### src/rtl/m24_bus_defs.sv
// Shared definitions for the M24C08 bus arbiter: state encodings, requester IDs,
// default tick constants and the bus-recovery step decoder.
package m24_bus_defs;

    typedef enum logic [2:0] {
        ST_IDLE    = 3'd0,
        ST_GNT_RD  = 3'd1,
        ST_GNT_WR  = 3'd2,
        ST_BUF     = 3'd3,
        ST_TWR     = 3'd4,
        ST_RECOVER = 3'd5
    } arb_state_e;

    typedef enum logic {
        REQ_RD = 1'b0,
        REQ_WR = 1'b1
    } req_id_e;

    typedef struct packed {
        logic scl;
        logic sda;
        logic sdat;
    } bus_t;

    localparam bus_t BUS_IDLE = '{scl: 1'b1, sda: 1'b1, sdat: 1'b0};

    localparam int TBUF_TICKS_DEF    = 4;
    localparam int TWR_TICKS_DEF     = 1700;
    localparam int TIMEOUT_TICKS_DEF = 4096;
    localparam int CNT_W_DEF         = 13;

    // Steps 0..17 are nine low/high SCL pulses, 18..20 form the STOP.
    localparam logic [4:0] REC_LAST_STEP = 5'd20;

    function automatic bus_t rec_step_bus(input logic [4:0] step);
        bus_t b;
        b = BUS_IDLE;
        if (step < 5'd18) begin
            b.scl = step[0];
        end else if (step == 5'd18) begin
            b = '{scl: 1'b0, sda: 1'b0, sdat: 1'b1};
        end else if (step == 5'd19) begin
            b = '{scl: 1'b1, sda: 1'b0, sdat: 1'b1};
        end else begin
            b = BUS_IDLE;
        end
        return b;
    endfunction

endpackage

### src/rtl/m24_bus_recovery.sv
// Tick-driven I2C bus recovery sequencer: nine SCL pulses with SDA released,
// then a STOP; start pulse in, one-cycle done pulse out.
module m24_bus_recovery
    import m24_bus_defs::*;
(
    input  logic       clk,
    input  logic       rst_n,
    input  logic       tick_i,
    input  logic       start_i,
    output bus_t       bus_o,
    output logic       done_o
);

    logic       active_q, active_d;
    logic [4:0] step_q, step_d;

    // Step sequencing and done detection
    always_comb begin
        active_d = active_q;
        step_d   = step_q;
        done_o   = 1'b0;
        if (start_i) begin
            active_d = 1'b1;
            step_d   = 5'd0;
        end else if (active_q && tick_i) begin
            if (step_q == REC_LAST_STEP) begin
                active_d = 1'b0;
                step_d   = 5'd0;
                done_o   = 1'b1;
            end else begin
                step_d = step_q + 5'd1;
            end
        end else begin
            active_d = active_q;
        end
    end

    // Bus levels for the current step; idle when not sequencing
    always_comb begin
        if (active_q) begin
            bus_o = rec_step_bus(step_q);
        end else begin
            bus_o = BUS_IDLE;
        end
    end

    // Sequencer state registers
    always_ff @(posedge clk or negedge rst_n) begin
        if (!rst_n) begin
            active_q <= 1'b0;
            step_q   <= 5'd0;
        end else begin
            active_q <= active_d;
            step_q   <= step_d;
        end
    end

endmodule

### src/rtl/m24_bus_arbiter.sv
// Two-requester arbiter for the M24C08 I2C bus with bus-free time, write-cycle
// hold-off and grant watchdog. Define M24_BUS_RECOVERY_EN to add bus recovery after a revoke.
module m24_bus_arbiter
    import m24_bus_defs::*;
#(
    parameter int TBUF_TICKS    = TBUF_TICKS_DEF,
    parameter int TWR_TICKS     = TWR_TICKS_DEF,
    parameter int TIMEOUT_TICKS = TIMEOUT_TICKS_DEF,
    parameter int CNT_W         = CNT_W_DEF
) (
    input  logic SYSCLK_IN,
    input  logic RESET_N_IN,
    input  logic INT400K_IN,
    input  logic RD_REQ_IN,
    output logic RD_GNT_OUT,
    input  logic RD_SCL_IN,
    input  logic RD_SDA_IN,
    input  logic RD_SDAT_IN,
    input  logic WR_REQ_IN,
    output logic WR_GNT_OUT,
    input  logic WR_SCL_IN,
    input  logic WR_SDA_IN,
    input  logic WR_SDAT_IN,
    output logic M24C08_SCL_OUT,
    output logic M24C08_SDA_OUT,
    output logic M24C08_SDAT_OUT,
    output logic BUSY_OUT,
    output logic TIMEOUT_OUT
);

    localparam logic [CNT_W-1:0] TBUF_C    = CNT_W'(TBUF_TICKS);
    localparam logic [CNT_W-1:0] TWR_C     = CNT_W'(TWR_TICKS);
    localparam logic [CNT_W-1:0] TIMEOUT_C = CNT_W'(TIMEOUT_TICKS);
    localparam logic [CNT_W-1:0] CNT_MAX   = {CNT_W{1'b1}};

    arb_state_e       state_q, state_d;
    logic [CNT_W-1:0] cnt_q, cnt_d;
    logic             rd_gnt_q, rd_gnt_d;
    logic             wr_gnt_q, wr_gnt_d;
    bus_t             bus_q, bus_d;
    logic             busy_q, busy_d;
    logic             timeout_q, timeout_d;
    logic             rd_stale_q, rd_stale_d;
    logic             wr_stale_q, wr_stale_d;
    logic             revoke_s;
    req_id_e          rev_id_s;

`ifdef M24_BUS_RECOVERY_EN
    req_id_e rev_id_q, rev_id_d;
    logic    rec_start_s;
    logic    rec_done_s;
    bus_t    rec_bus_s;

    m24_bus_recovery u_recovery (
        .clk     (SYSCLK_IN),
        .rst_n   (RESET_N_IN),
        .tick_i  (INT400K_IN),
        .start_i (rec_start_s),
        .bus_o   (rec_bus_s),
        .done_o  (rec_done_s)
    );
`endif

    // Next-state, grant, bus mux, watchdog and stale-flag logic
    always_comb begin
        state_d    = state_q;
        bus_d      = BUS_IDLE;
        rd_gnt_d   = 1'b0;
        wr_gnt_d   = 1'b0;
        timeout_d  = 1'b0;
        revoke_s   = 1'b0;
        rev_id_s   = REQ_RD;
        rd_stale_d = RD_REQ_IN ? rd_stale_q : 1'b0;
        wr_stale_d = WR_REQ_IN ? wr_stale_q : 1'b0;
`ifdef M24_BUS_RECOVERY_EN
        rev_id_d    = rev_id_q;
        rec_start_s = 1'b0;
`endif
        case (state_q)
            ST_IDLE: begin
                if (RD_REQ_IN && !rd_stale_q) begin
                    state_d = ST_GNT_RD;
                end else if (WR_REQ_IN && !wr_stale_q) begin
                    state_d = ST_GNT_WR;
                end else begin
                    state_d = ST_IDLE;
                end
            end
            ST_GNT_RD: begin
                if (!RD_REQ_IN) begin
                    state_d = ST_BUF;
                end else if (cnt_q >= TIMEOUT_C) begin
                    revoke_s = 1'b1;
                    rev_id_s = REQ_RD;
                end else begin
                    rd_gnt_d = 1'b1;
                    bus_d    = '{scl: RD_SCL_IN, sda: RD_SDA_IN, sdat: RD_SDAT_IN};
                end
            end
            ST_GNT_WR: begin
                if (!WR_REQ_IN) begin
                    state_d = ST_TWR;
                end else if (cnt_q >= TIMEOUT_C) begin
                    revoke_s = 1'b1;
                    rev_id_s = REQ_WR;
                end else begin
                    wr_gnt_d = 1'b1;
                    bus_d    = '{scl: WR_SCL_IN, sda: WR_SDA_IN, sdat: WR_SDAT_IN};
                end
            end
            ST_BUF: begin
                if (cnt_q >= TBUF_C) begin
                    state_d = ST_IDLE;
                end else begin
                    state_d = ST_BUF;
                end
            end
            ST_TWR: begin
                if (cnt_q >= TWR_C) begin
                    state_d = ST_BUF;
                end else begin
                    state_d = ST_TWR;
                end
            end
`ifdef M24_BUS_RECOVERY_EN
            ST_RECOVER: begin
                bus_d = rec_bus_s;
                if (rec_done_s) begin
                    state_d = (rev_id_q == REQ_WR) ? ST_TWR : ST_BUF;
                end else begin
                    state_d = ST_RECOVER;
                end
            end
`endif
            default: begin
                state_d = ST_IDLE;
            end
        endcase

        // A writer revoke still owes the EEPROM its write-cycle hold-off
        if (revoke_s) begin
            timeout_d = 1'b1;
            if (rev_id_s == REQ_WR) begin
                wr_stale_d = 1'b1;
            end else begin
                rd_stale_d = 1'b1;
            end
`ifdef M24_BUS_RECOVERY_EN
            state_d     = ST_RECOVER;
            rec_start_s = 1'b1;
            rev_id_d    = rev_id_s;
`else
            state_d = (rev_id_s == REQ_WR) ? ST_TWR : ST_BUF;
`endif
        end else begin
            timeout_d = 1'b0;
        end

        // Counter restarts on every state change; ticks saturate instead of wrapping
        if (state_d != state_q) begin
            cnt_d = '0;
        end else if (INT400K_IN && (cnt_q != CNT_MAX)) begin
            cnt_d = cnt_q + {{(CNT_W-1){1'b0}}, 1'b1};
        end else begin
            cnt_d = cnt_q;
        end

        busy_d = (state_d != ST_IDLE);
    end

    // State and registered outputs
    always_ff @(posedge SYSCLK_IN or negedge RESET_N_IN) begin
        if (!RESET_N_IN) begin
            state_q    <= ST_IDLE;
            cnt_q      <= '0;
            rd_gnt_q   <= 1'b0;
            wr_gnt_q   <= 1'b0;
            bus_q      <= BUS_IDLE;
            busy_q     <= 1'b0;
            timeout_q  <= 1'b0;
            rd_stale_q <= 1'b0;
            wr_stale_q <= 1'b0;
`ifdef M24_BUS_RECOVERY_EN
            rev_id_q   <= REQ_RD;
`endif
        end else begin
            state_q    <= state_d;
            cnt_q      <= cnt_d;
            rd_gnt_q   <= rd_gnt_d;
            wr_gnt_q   <= wr_gnt_d;
            bus_q      <= bus_d;
            busy_q     <= busy_d;
            timeout_q  <= timeout_d;
            rd_stale_q <= rd_stale_d;
            wr_stale_q <= wr_stale_d;
`ifdef M24_BUS_RECOVERY_EN
            rev_id_q   <= rev_id_d;
`endif
        end
    end

    assign RD_GNT_OUT      = rd_gnt_q;
    assign WR_GNT_OUT      = wr_gnt_q;
    assign M24C08_SCL_OUT  = bus_q.scl;
    assign M24C08_SDA_OUT  = bus_q.sda;
    assign M24C08_SDAT_OUT = bus_q.sdat;
    assign BUSY_OUT        = busy_q;
    assign TIMEOUT_OUT     = timeout_q;

endmodule
### config.mk
export PLATFORM = sky130hd
export DESIGN_NAME = m24_bus_arbiter
export DESIGN_NICKNAME = d
export VERILOG_FILES = /design/src/rtl/m24_bus_defs.sv /design/src/rtl/m24_bus_recovery.sv /design/src/rtl/m24_bus_arbiter.sv
export SDC_FILE = /design/constraint.sdc
export NUM_CORES = 1
export LEC_CHECK = 0
export ABC_AREA = 1
export ABC_CLOCK_PERIOD_IN_PS = 1980
export BUFFER_PORTS_ARGS = -buffer_cell sky130_fd_sc_hd__buf_2
export CAP_MARGIN = 20
export CORE_MARGIN = 2
export CORE_UTILIZATION = 56
export DETAILED_ROUTE_END_ITERATION = 10
export PLACE_DENSITY = 0.78
export SLEW_MARGIN = 25
export SYNTH_ARGS = -nofsm -noshare
export SYNTH_HDL_FRONTEND = slang
export SYNTH_HIERARCHICAL = 1
export SYNTH_SLANG_ARGS = --single-unit
### constraint.sdc
create_clock -name SYSCLK_IN -period 1.98 [get_ports SYSCLK_IN]
set_input_delay 0.099 -clock SYSCLK_IN [delete_from_list [all_inputs] [get_ports SYSCLK_IN]]
set_output_delay 0.099 -clock SYSCLK_IN [all_outputs]
set_load 0.05 [all_outputs]
; After elaboration in Yosys (flattened, before gate mapping)
; Index checks and enable logic that the tools add are counted.
[classes]
order_cmp = 3
n_reduce_logical = 8
mux = 33
eq_ne = 6
add_sub_neg = 1
[op_table]
columns = op, n
row1 = 2-to-1 mux 3 bit, 9
row2 = 2-to-1 mux 13 bit, 2
row3 = 2-to-1 mux 1 bit, 16
row4 = case mux 3 bit (5 select lines), 1
row5 = "adder 13 x 1 -> 13 bit, second input constant", 1
row6 = ">= comparator 13 x 11 -> 1 bit, second input constant", 1
row7 = ">= comparator 13 bit, second input constant", 1
row8 = ">= comparator 13 x 3 -> 1 bit, second input constant", 1
row9 = "inequality test 13 bit, second input constant", 1
row10 = "== test 3 x 2 -> 1 bit, second input constant", 2
row11 = 2-to-1 mux 2 bit, 3
row12 = case mux 3 bit (2 select lines), 1
row13 = "== test 3 x 1 -> 1 bit, second input constant", 1
row14 = "== test 3 bit, second input constant", 1
row15 = logical AND 1 bit, 3
row16 = logical NOT 3 bit, 1
row17 = inequality test 3 bit, 1
row18 = nonzero test 3 bit, 1
row19 = logical NOT 1 bit, 2
row20 = case mux 1 bit (2 select lines), 1
row21 = nonzero test 2 bit, 1
[word_totals]
register_bits = 25
inputBits = 11
out_inout_bits = 7
word_cells = 62

; Depth between registers and ports, before layout
[logic_depth]
ltp_word = 8
depth_mapped = 13

; Least setup slack after synthesis
; OpenSTA, ideal clock, no wires.
[synth_path]
kind = register -> register
start = register cnt_q[0]
end = register cnt_q[11]
stages_incl_launch_ff = 12
n_path_buf = 0
t_arrival_ns = 1.498
synth_period_minus_slack_ns = 1.614
slack_ns = 0.366
required_time_ns = 1.865
cell_sequence = dfrtp_1 -> ha_1 -> nand3_1 -> nor2_1 -> nand3_1 -> nand3b_1 -> nor2_1 -> nand2_1 -> nand2_1 -> nand2_1 -> inv_1 -> nor2_4
[synth_between]
elab_chain_cells = 8
elab_cells_between_ends = 20
classes_between = add/sub (1) / order compare (3) / eq/ne (2) / mux (12) / reduce/logical (2)
[synth_lines]
columns = element, line
row1 = "start, declared", m24_bus_arbiter.sv:37  ; logic [CNT_W-1:0] cnt_q, cnt_d;
row2 = "start signal, assigned", m24_bus_arbiter.sv:188  ; cnt_q <= cnt_d;
row3 = >= comparator 13 bit, "m24_bus_arbiter.sv:92, m24_bus_arbiter.sv:103"
row4 = 2-to-1 mux 1 bit, "m24_bus_arbiter.sv:92, m24_bus_arbiter.sv:103"
row5 = 2-to-1 mux 1 bit, m24_bus_arbiter.sv:101  ; if (!WR_REQ_IN) begin
row6 = 2-to-1 mux 1 bit, n/a
row7 = 2-to-1 mux 3 bit, m24_bus_arbiter.sv:153  ; state_d = (rev_id_s == REQ_WR) ? ST_TWR : ST_BUF;
row8 = 2-to-1 mux 3 bit, m24_bus_arbiter.sv:141  ; if (revoke_s) begin
row9 = inequality test 3 bit, m24_bus_arbiter.sv:160  ; if (state_d != state_q) begin
row10 = 2-to-1 mux 13 bit / nonzero test 2 bit (equally long branches), n/a
; Parallel ways exist; a longest one is shown, timed or not. The select of a mux whose other input is x is not followed.
; A chain may end at the register's enable or synchronous reset.

==> impl_metrics.csv <==
group,metric,value,unit
status,status,"finished, final reports clean",
cells_and_area,largest_reg_flops,13,
setup_path,crit_required,2250,ps
sta,fin_tns_setup,0,ps
sta,fin_skew,3.149,ps
cells_and_area,final_nets,213,
synthesis,yosys.area.top_type,"dfrtp_1",
global_routing,grt_pass1_wl,5.023,mm
cts,post_cts_buffers,0,
setup_path,critical_path_class,"flip-flop to flip-flop",
global_routing,grt_start_max_net_pins,26,
setup_path,arrival,2130,ps
die,start_util,0.5787,
setup_path,crit_fanout,4,
die,rows,18,
sta,slew_violations,0,
synthesis,synthMuxAreaShare,0,
synthesis,ys_seq_elements,25,
setup_path,max_stage_delay,540,ps
cts,cts_root_buf,"clkbuf_4",
place,globalplace.congestion,0.8848,
cells_and_area,final_cell_mix,"30 x nand2_1, 23 x dfrtp_1, 22 x inv_1, 20 x nor2_1, 17 x buf_2",
drt,vias,1193,
sta,fmax,536.4,MHz
power_and_ir_drop,power_per_cell_area,1039,nW/um^2
cells_and_area,final_util,0.6698,
drt,viasPerCell,5.187,
die,die_y,54.14,um
synthesis,synth_simple_gate_area_share,0.3813,
synthesis,synth_top_family_by_area,"simple AND/OR/NAND/NOR gates",
synthesis,seq_area_frac_synth,0.4462,
sta,grt_setup_unrepaired,"yes",
synthesis,synth_area,1408,um^2
sta,fin_crit_sh,0.9415,
cts,cts_htree_levels,1,
cts,cts_max_path_buffers,2,
setup_path,endpoint_kind,"flip-flop",
sta,relSlewSlack,0.6327,
setup_path,crit_path_top_delay_cell,"dlygate4sd3_1",
synthesis,synthTopCellsByArea,"dfrtp_1 41%, nand2_1 8.0%, inv_1 5.9%",
cts,clock_latency,320,ps
global_routing,antenna_found_initial,0,
cells_and_area,drive_gt1_frac,0.2750,
job,maxCapViolCount,0,
synthesis,synth_cell_types,27,
synthesis,netlist.area_leader.share,0.4089,
power_and_ir_drop,leakage,0.7668,nW
setup_path,crit_chain,"nor3_2 -> inv_2 -> nor3_2 -> a22o_1 -> dlygate4sd3_1",
synthesis,synth_fp_nets,184,
synthesis,yosys.area_share.adder,0.008889,
cts,cts_tree,"done",
sta,period_minus_slack,1864,ps
cells_and_area,final_common_cell,"nand2_1",
power_and_ir_drop,ir_drop,0.9061,mV
global_routing,grt_pass1_vias,1162,
cells_and_area,fill_cells,195,
cells_and_area,synthToLayoutAreaGrowth,15.73,%
sta,hold_slack,75.18,ps
synthesis,yosys_warnings,6,
die,die_width,54.14,um
cts,cts_made_buffers,3,
drt,drtAntennaViolNets,0,
cells_and_area,reg.largest.list,"cnt_q: 13 flops, state_q: 3 flops",
synthesis,synth_cells,172,
place,hpwl,2.149,mm
cts,clock-sinks,25,
drt,post-route-drc-count,0,
synthesis,synthXorXnorAreaFrac,0.03733,
place,port_buffers,17,
die,num_io_pins,18,
sta,hold_viol,0,
global_routing,grt_usage,0.2405,
cts,cts.clk_slew.worst_paths,130,ps
setup_path,cp_common_cell,"nor3_2",
sta,finalWorstSetupSlack,115.8,ps
synthesis,synth_compound_area_frac,0.04622,
die,fp.dieArea,2931,um^2
global_routing,grt_overflow_total,0,
sta,worst_slew_pin_slew,550.9,ps
cells_and_area,diodes,0,
drt,first_pass_iters,4,
drt,wl_per_cell,12.93,um
drt,dr.first_iter.drc_count,38,
drt,drt_wl_total,2.975,mm
cells_and_area,top_register,"cnt_q",
sta,finalSetupViolCount,0,
worst_hold_path,hp-class,"input port to flip-flop",
synthesis,avgSynthCellArea,8.184,um^2
place,dpl_worst_slack,203.6,ps
setup_path,cp-start-kind,"flip-flop",
die,coreArea,2432,um^2
==> cells by family after synthesis <==
| logic type | Yosys count |
|---|---|
| simple gates | 102 |
| buf+inv | 28 |
| flops | 25 |
| compound gates | 10 |
| xor+xnor | 6 |
| fa+ha+maj | 1 |
==> synth_stat cells, drive strengths merged <==
| library cell | number |
|---|---|
| nand3 | 17 |
| dfstp | 2 |
| nor3 | 9 |
| o21ai | 4 |
| nand2 | 35 |
| xnor2 | 1 |
| nor2 | 33 |
| buf | 1 |
| dfrtp | 23 |
| inv | 27 |
| xor2 | 5 |
| a31oi | 1 |
| nand3b | 4 |
| a22o | 1 |
| nand4 | 4 |
| o22a | 2 |
| a21oi | 1 |
| ha | 1 |
| o31ai | 1 |
==> cell type report <==
cell class | count | area (um^2) | area share
clock buffer | 3 | 22.52 | 0.01382
sequential | 25 | 628.1 | 0.3856
tap | 30 | 37.54 | 0.02304
clock inverter | 1 | 5.005 | 0.003072
multi-input combinational | 119 | 671.9 | 0.4124
timing repair buffer | 25 | 162.7 | 0.09985
inverter | 27 | 101.3 | 0.06221
==> per-layer routing <==
| layer | track usage | share of wire |
|---|---|---|
| met3 | 0.03056 | 0.040 |
| met1 | 0.2877 | 0.44 |
| met2 | 0.4297 | 0.50 |
| met5 | 0 | 0 |
| met4 | 0.1000 | 0.023 |
==> per-stage QoR <==
step	cell area (um^2)	power, W	instances
2_1_floorplan	1408	0.001297	172
3_3_place_gp	1526	0.001423	219
3_5_place_dp	1526	0.001456	219
6_report	1629	0.001693	230
4_1_cts	1624	0.001703	230
5_1_grt	1629	0.001805	230
==> power breakdown <==
part	switching (W)	internal (W)
combinational	0.000578	0.000237
sequential	0.0000581	0.000595
clock	0.000150	0.0000757
==> worst max-delay path: cells and delay by family, from the launching register on <==
kind | cells | cell delay [ps]
AOI/OAI and AO/OA | 1 | 160
buffers and inverters | 2 | 640
DFF | 1 | 460
and+or+nand+nor | 2 | 540
==> final timing paths <==
kind                                            from                   endpoint  slack [ps]  cells after the start
worst max-delay path            state_q[2]$_DFF_PN0_  M24C08_SDAT_OUT$_DFF_PN0_         120                      5
worst min-delay path                       WR_REQ_IN       wr_stale_q$_DFF_PN0_          80                      3
worst max register to register  state_q[2]$_DFF_PN0_  M24C08_SDAT_OUT$_DFF_PN0_         120                      5
worst min register to register  rd_stale_q$_DFF_PN0_       rd_stale_q$_DFF_PN0_         530                      2
max in group asynchronous                 RESET_N_IN   M24C08_SDA_OUT$_DFF_PN1_        1330                      2
min in group asynchronous                 RESET_N_IN      TIMEOUT_OUT$_DFF_PN0_         280                      2
==> repair_timing <==
item                       4_1_cts  5_1_grt
gates resized for setup          0        1
hold buffers                     7        0
setup endpoints to repair        0        4
hold endpoints to repair        26        0
(Power assumes the default switching activity.)
